## src/rtl/pipe_stage_reg.sv

```systemverilog
// ---------------------------------------------------------------------------
// pipe_stage_reg
//
// Generic inter-stage pipeline register. One instance sits on each stage
// boundary (IF/ID, ID/EX, EX/MEM, MEM/WB). It carries LANES x DATA_W bits of
// payload plus the exception / PC / delay-slot side-band. It is steered by
// the stall controller's stall vector and by the exception unit's flush.
//
// Each rising edge performs exactly one action, in this priority order:
//   RESET   rst                 every output register cleared
//   FLUSH   flush               payload, valid, side-band and hold cleared
//   BUBBLE  s_up & ~s_dn        valid/side-band cleared, payload = in & KEEP_MASK
//   HOLD    s_up &  s_dn        everything kept, out_hold set
//   ADVANCE ~s_up               everything loaded from the inputs
// Here s_up = stall[STAGE], and s_dn = stall[STAGE+1] (or 0 when STAGE is
// the last bit of the stall vector). The pattern ~s_up & s_dn cannot come
// from a well-behaved stall controller, and it is treated as ADVANCE.
//
// Optional feature, macro PIPE_STAGE_PERF_EN:
//   adds saturating HOLD / BUBBLE edge counters (hold_cnt, bubble_cnt).
//   These clear only on rst. A flush does not clear them.
//
// Parameters:
//   DATA_W     payload bits per lane
//   LANES      number of issue lanes (1..4)
//   STALL_W    width of the stall vector
//   STAGE      index of this register's upstream-stage bit in stall
//   KEEP_MASK  per-lane payload bits that survive a bubble
//   CNT_W      width of the performance counters
//
// Ports:
//   clk, rst            clock (rising edge), synchronous active-high reset
//   stall, flush        stall vector and exception flush
//   in_valid, in_data   per-lane valid and payload (lane k at [k*DATA_W +: DATA_W])
//   in_excepttype       exception word shared by all lanes
//   in_pc               PC of the lane-0 instruction
//   in_delayslot        instruction is in a delay slot
//   in_next_delayslot   next instruction will be in a delay slot
//   out_*               registered copies of the inputs above
//   out_hold            the previous edge performed HOLD
//   hold_cnt            HOLD edge counter   (PIPE_STAGE_PERF_EN only)
//   bubble_cnt          BUBBLE edge counter (PIPE_STAGE_PERF_EN only)
// ---------------------------------------------------------------------------
module pipe_stage_reg #(
  parameter int                DATA_W    = 64,
  parameter int                LANES     = 1,
  parameter int                STALL_W   = 6,
  parameter int                STAGE     = 2,
  parameter logic [DATA_W-1:0] KEEP_MASK = {DATA_W{1'b0}},
  parameter int                CNT_W     = 16
) (
  input  logic                    clk,
  input  logic                    rst,
  input  logic [STALL_W-1:0]      stall,
  input  logic                    flush,
  input  logic [LANES-1:0]        in_valid,
  input  logic [LANES*DATA_W-1:0] in_data,
  input  logic [31:0]             in_excepttype,
  input  logic [31:0]             in_pc,
  input  logic                    in_delayslot,
  input  logic                    in_next_delayslot,
  output logic [LANES-1:0]        out_valid,
  output logic [LANES*DATA_W-1:0] out_data,
  output logic [31:0]             out_excepttype,
  output logic [31:0]             out_pc,
  output logic                    out_delayslot,
  output logic                    out_next_delayslot,
  output logic                    out_hold
`ifdef PIPE_STAGE_PERF_EN
  ,
  output logic [CNT_W-1:0]        hold_cnt,
  output logic [CNT_W-1:0]        bubble_cnt
`endif
);

  // The keep mask applies to every lane in the same way, so it is
  // replicated once across the whole payload word.
  localparam logic [LANES*DATA_W-1:0] KEEP_ALL = {LANES{KEEP_MASK}};

  // The action chosen for the coming edge. Reset is not listed here. It is
  // handled directly in the register process because it also clears the
  // counters.
  typedef enum logic [1:0] {
    ACT_ADVANCE = 2'd0,
    ACT_BUBBLE  = 2'd1,
    ACT_HOLD    = 2'd2,
    ACT_FLUSH   = 2'd3
  } action_e;

  action_e action;

  logic s_up;
  logic s_dn;

  logic [LANES-1:0]        valid_d;
  logic [LANES*DATA_W-1:0] data_d;
  logic [31:0]             excepttype_d;
  logic [31:0]             pc_d;
  logic                    delayslot_d;
  logic                    next_delayslot_d;
  logic                    hold_d;

  // Only two bits of the stall vector matter to this instance. The whole
  // vector is still routed to every instance so the wiring is uniform.
  logic unused_stall_bits;
  assign unused_stall_bits = ^stall;

  assign s_up = stall[STAGE];

  // The stage at the end of the stall vector has no downstream bit.
  // A stall there can only ever bubble.
  generate
    if (STAGE + 1 < STALL_W) begin : g_dn_bit
      assign s_dn = stall[STAGE+1];
    end else begin : g_no_dn_bit
      assign s_dn = 1'b0;
    end
  endgenerate

  // Pick the action for this edge. Flush beats any stall pattern. The
  // illegal ~s_up & s_dn pattern falls through to ADVANCE on purpose. This
  // keeps the pipe moving instead of freezing on a stall-controller bug.
  always_comb begin
    action = ACT_ADVANCE;
    if (flush) begin
      action = ACT_FLUSH;
    end else if (s_up && !s_dn) begin
      action = ACT_BUBBLE;
    end else if (s_up && s_dn) begin
      action = ACT_HOLD;
    end
  end

  // Next-value selection for the payload and side-band registers. HOLD is
  // the default, so every register starts from its current value. A lane
  // whose in_valid is low still loads its payload on ADVANCE. Downstream
  // logic is expected to qualify the payload with out_valid.
  always_comb begin
    valid_d          = out_valid;
    data_d           = out_data;
    excepttype_d     = out_excepttype;
    pc_d             = out_pc;
    delayslot_d      = out_delayslot;
    next_delayslot_d = out_next_delayslot;
    hold_d           = 1'b1;
    case (action)
      ACT_FLUSH: begin
        valid_d          = '0;
        data_d           = '0;
        excepttype_d     = '0;
        pc_d             = '0;
        delayslot_d      = 1'b0;
        next_delayslot_d = 1'b0;
        hold_d           = 1'b0;
      end
      ACT_BUBBLE: begin
        valid_d          = '0;
        data_d           = in_data & KEEP_ALL;
        excepttype_d     = '0;
        pc_d             = '0;
        delayslot_d      = 1'b0;
        next_delayslot_d = 1'b0;
        hold_d           = 1'b0;
      end
      ACT_HOLD: begin
        hold_d           = 1'b1;
      end
      default: begin
        valid_d          = in_valid;
        data_d           = in_data;
        excepttype_d     = in_excepttype;
        pc_d             = in_pc;
        delayslot_d      = in_delayslot;
        next_delayslot_d = in_next_delayslot;
        hold_d           = 1'b0;
      end
    endcase
  end

  // The output registers themselves. Reset clears them on the same edge it
  // is sampled. After that, the next edge acts on whatever the inputs are
  // at that time, even if the stall pattern was HOLD during reset.
  always_ff @(posedge clk) begin
    if (rst) begin
      out_valid          <= '0;
      out_data           <= '0;
      out_excepttype     <= '0;
      out_pc             <= '0;
      out_delayslot      <= 1'b0;
      out_next_delayslot <= 1'b0;
      out_hold           <= 1'b0;
    end else begin
      out_valid          <= valid_d;
      out_data           <= data_d;
      out_excepttype     <= excepttype_d;
      out_pc             <= pc_d;
      out_delayslot      <= delayslot_d;
      out_next_delayslot <= next_delayslot_d;
      out_hold           <= hold_d;
    end
  end

`ifdef PIPE_STAGE_PERF_EN
  localparam logic [CNT_W-1:0] CNT_MAX = {CNT_W{1'b1}};

  // Saturating count of HOLD edges. It stops at all-ones so a long stall
  // cannot wrap it back to a small value. Only reset clears it.
  always_ff @(posedge clk) begin
    if (rst) begin
      hold_cnt <= '0;
    end else if ((action == ACT_HOLD) && (hold_cnt != CNT_MAX)) begin
      hold_cnt <= hold_cnt + CNT_W'(1);
    end
  end

  // Saturating count of BUBBLE edges. It uses the same rules as the hold
  // counter.
  always_ff @(posedge clk) begin
    if (rst) begin
      bubble_cnt <= '0;
    end else if ((action == ACT_BUBBLE) && (bubble_cnt != CNT_MAX)) begin
      bubble_cnt <= bubble_cnt + CNT_W'(1);
    end
  end
`else
  // Without the counters the width parameter has no use. This keeps it
  // referenced so that both builds take the same parameter list.
  logic unused_cnt_w;
  assign unused_cnt_w = (CNT_W > 0);
`endif

endmodule

```

## config.mk

```make
export PLATFORM = sky130hd
export DESIGN_NAME = pipe_stage_reg
export DESIGN_NICKNAME = d
export VERILOG_FILES = /design/src/rtl/pipe_stage_reg.sv
export SDC_FILE = /design/constraint.sdc
export NUM_CORES = 1
export LEC_CHECK = 0
export ABC_AREA = 1
export CORE_AREA = 2 2 106 108
export CTS_BUF_LIST = sky130_fd_sc_hd__clkbuf_4
export DETAILED_ROUTE_END_ITERATION = 12
export DIE_AREA = 0 0 108 110
export DONT_BUFFER_PORTS = 1
export HOLD_SLACK_MARGIN = 0.05
export PLACE_DENSITY_LB_ADDON = 0.12
export SYNTH_ARGS = -nofsm -noshare
export SYNTH_HDL_FRONTEND = slang
export SYNTH_SLANG_ARGS = --single-unit
export TNS_END_PERCENT = 30
```

## constraint.sdc

```tcl
create_clock -name clk -period 0.9 [get_ports clk]
set_input_delay 0.135 -clock clk [delete_from_list [all_inputs] [get_ports clk]]
set_output_delay 0.135 -clock clk [all_outputs]
set_load 0.1 [all_outputs]
```

==> qor.csv <==
metric,value,unit
skew,0,ns
post-route-cell-area,0.009816,sq mm
powerDensity,1321,mW/mm^2
syn_area_per_cell,8.538,sq um
yosysTopAreaCellShare,52.81,%
initial_core_util,46.77,%
wire_per_inst,24.19,microns
async_reset_ff_share,0,%
synth_edf_count,0,
synth_top_area_cell,dfxtp_1,
tightest_slew,0.3213,ns
cap_violations,0,
relSlewSlack,78.58,%
fin_crit,1.242,ns
fp.dieH,110,microns
synth.area.top_cells,"dfxtp_1, nand3_1, nand2_1",
dp_hpwl,11.04,mm
syn_area,0.005004,sq mm
worst-path-stages,1,
setup_viol,136,
clk_pin_slew,0.13,ns
synth_commonest_cells,"nand3_1, dfxtp_1, nand2_1",
rsz0062_at_grt,yes,
viasPerCell,5.999,
die-area,0.01188,sq mm
cts_buffer_depth,2,
yosys.cell_count.top_type,nand3_1,
whs_path_depth,5,
core_area,0.01070,sq mm
p_leak,0.004403,uW
cts.sinks,132,
path_delay_family,flip-flops,
cts_buffers,17,
violations,setup timing,
start_kind,flop,
cp.arrival,1.11,ns
required,0.76,ns
gp_routability_congestion,0.7558,
cts_tree,done,
cp_slowest_stage_delay,0.40,ns
yosysSeqAreaShare,52.81,%
grt_use_total,35.23,%
overflow,0,
root_buffer,clkbuf_4,
dp_cells,829,
grt_start_max_net_pins,70,
yosysWarnings,0,
port_buffers,0,
drt_iter0_markers,622,
endpoint_kind,output pin,
outcome,"complete, but fails checks",
setup_slack,-0.3418,ns
instances_no_fill,1029,
drc,0,
grt_pass1_vias,5991,
hold_viol_final,0,
crit_chain,buf_12,
synth-seq-cells,132,
drive_above_1_share,42.16,%
crit_slowest_cell,dfxtp_2,
worst-r2r-cell-count,3,
routed-via-count,6173,
ant_nets,0,
grt_pass1_wl,31.43,mm
ys_types,14,
final_nets,1018,
synth_ff_type,dfxtp_1,
dieWidth,108,microns
fin_crit_sh,138.0,%
ir_drop,1.012,mV
power,12960,uW
postSynthCellCount,586,
synthesis.nets,726,
slew_viol_final,0,
cp_max_fo,2,
htreeDepth,4,
path_class,reg2out,
max_freq,805.3,MHz
drtPass1Iterations,7,
hold_path.class,in2reg,
syn_to_final_growth,96.17,%
ios,272,
std_cell_rows,38,
place_area,0.007858,sq mm
routed_wl,24.89,mm
worst_hold_slack,0.2650,ns
fin_setup_tns,-39.69,ns
cp.buffers_inverters,1,
antenna_found_initial,1,
clkLatencyLatePin,0.52,ns
state kept, by name, summed over array words and instances (netlist names):
signal / flops
out_data: 64
out_pc: 32
out_valid: 1
out_excepttype: 32
out_next_delayslot: 1
out_hold: 1
out_delayslot: 1
layout make-up:
class	count	area (sq um)
Timing Repair Buffer	329	4642
Sequential cell	132	2868
Multi-Input combinational cell	396	1923
Fill cell	375	882.1
Tap cell	140	175.2
Clock buffer	20	150.1
Clock inverter	8	41.29
Inverter	2	11.26
Antenna cell	2	5.005
layout by cell type (no fill, tap or decap), drive strengths merged, types with 2 or more instances in the layout:
master	n
nand3	262
clkbuf	20
dfxtp	132
buf	192
diode	2
nand2	132
dlymetal6s4s	3
clkinv	8
dlygate4sd3	134
metal layers:
| metal | share of wire [%] | up-vias | wire, microns | global-route usage [%] |
|---|---|---|---|---|
| li1 | - | 2574 | - | - |
| met1 | 32 | 2951 | 8082 | 33.98 |
| met2 | 51 | 495 | 12720 | 66.62 |
| met3 | 9.1 | 153 | 2271 | 10.05 |
| met4 | 7.3 | 0 | 1811 | 20.79 |
| met5 | 0 | - | 0 | 0 |
tightest hold or removal path: cells and delay by family:
family | cells | cell delay (ns)
buf+inv | 2 | 0.36
simple gates | 3 | 0.26
through the flow:
step	setup slack, ns	util (%)
after CTS	-0.3360	88.85
after global placement	-0.0004048	73.45
after floorplan	-0.3065	-
final	-0.3418	91.75
after detailed placement	-0.02313	73.45
after global routing	-0.4167	91.73
power breakdown:
part / switching [uW] / total, uW / internal (uW)
Combinational: 2120 / 3490 / 1370
Sequential: 216 / 6210 / 6000
Clock: 2170 / 3260 / 1090
cells by family after synthesis:
kind of cell	count (synthesis)	synth area share [%]
buffers and inverters	58	8.752
DFF	132	52.81
and+or+nand+nor	396	38.43
worst paths after layout:
path	from	end	slack, ns
worst min register to register	out_excepttype[0]	out_excepttype[0]	0.49
worst min-delay path	stall[3]	out_pc[3]	0.26
worst max register to register	out_pc[18]	out_pc[18]	0.06
worst max-delay path	out_pc[2]	out_pc[2]	-0.34
what timing repair did:
item | in CTS | in global routing
endpoints found under the hold margin | 132 | 1
hold buffers | 134 | 3
endpoints found under the setup margin | 132 | 263
resized for setup | 55 | 28
buffers inserted | 6 | 27
pin swaps | 0 | 1
(Power assumes the default switching activity.)
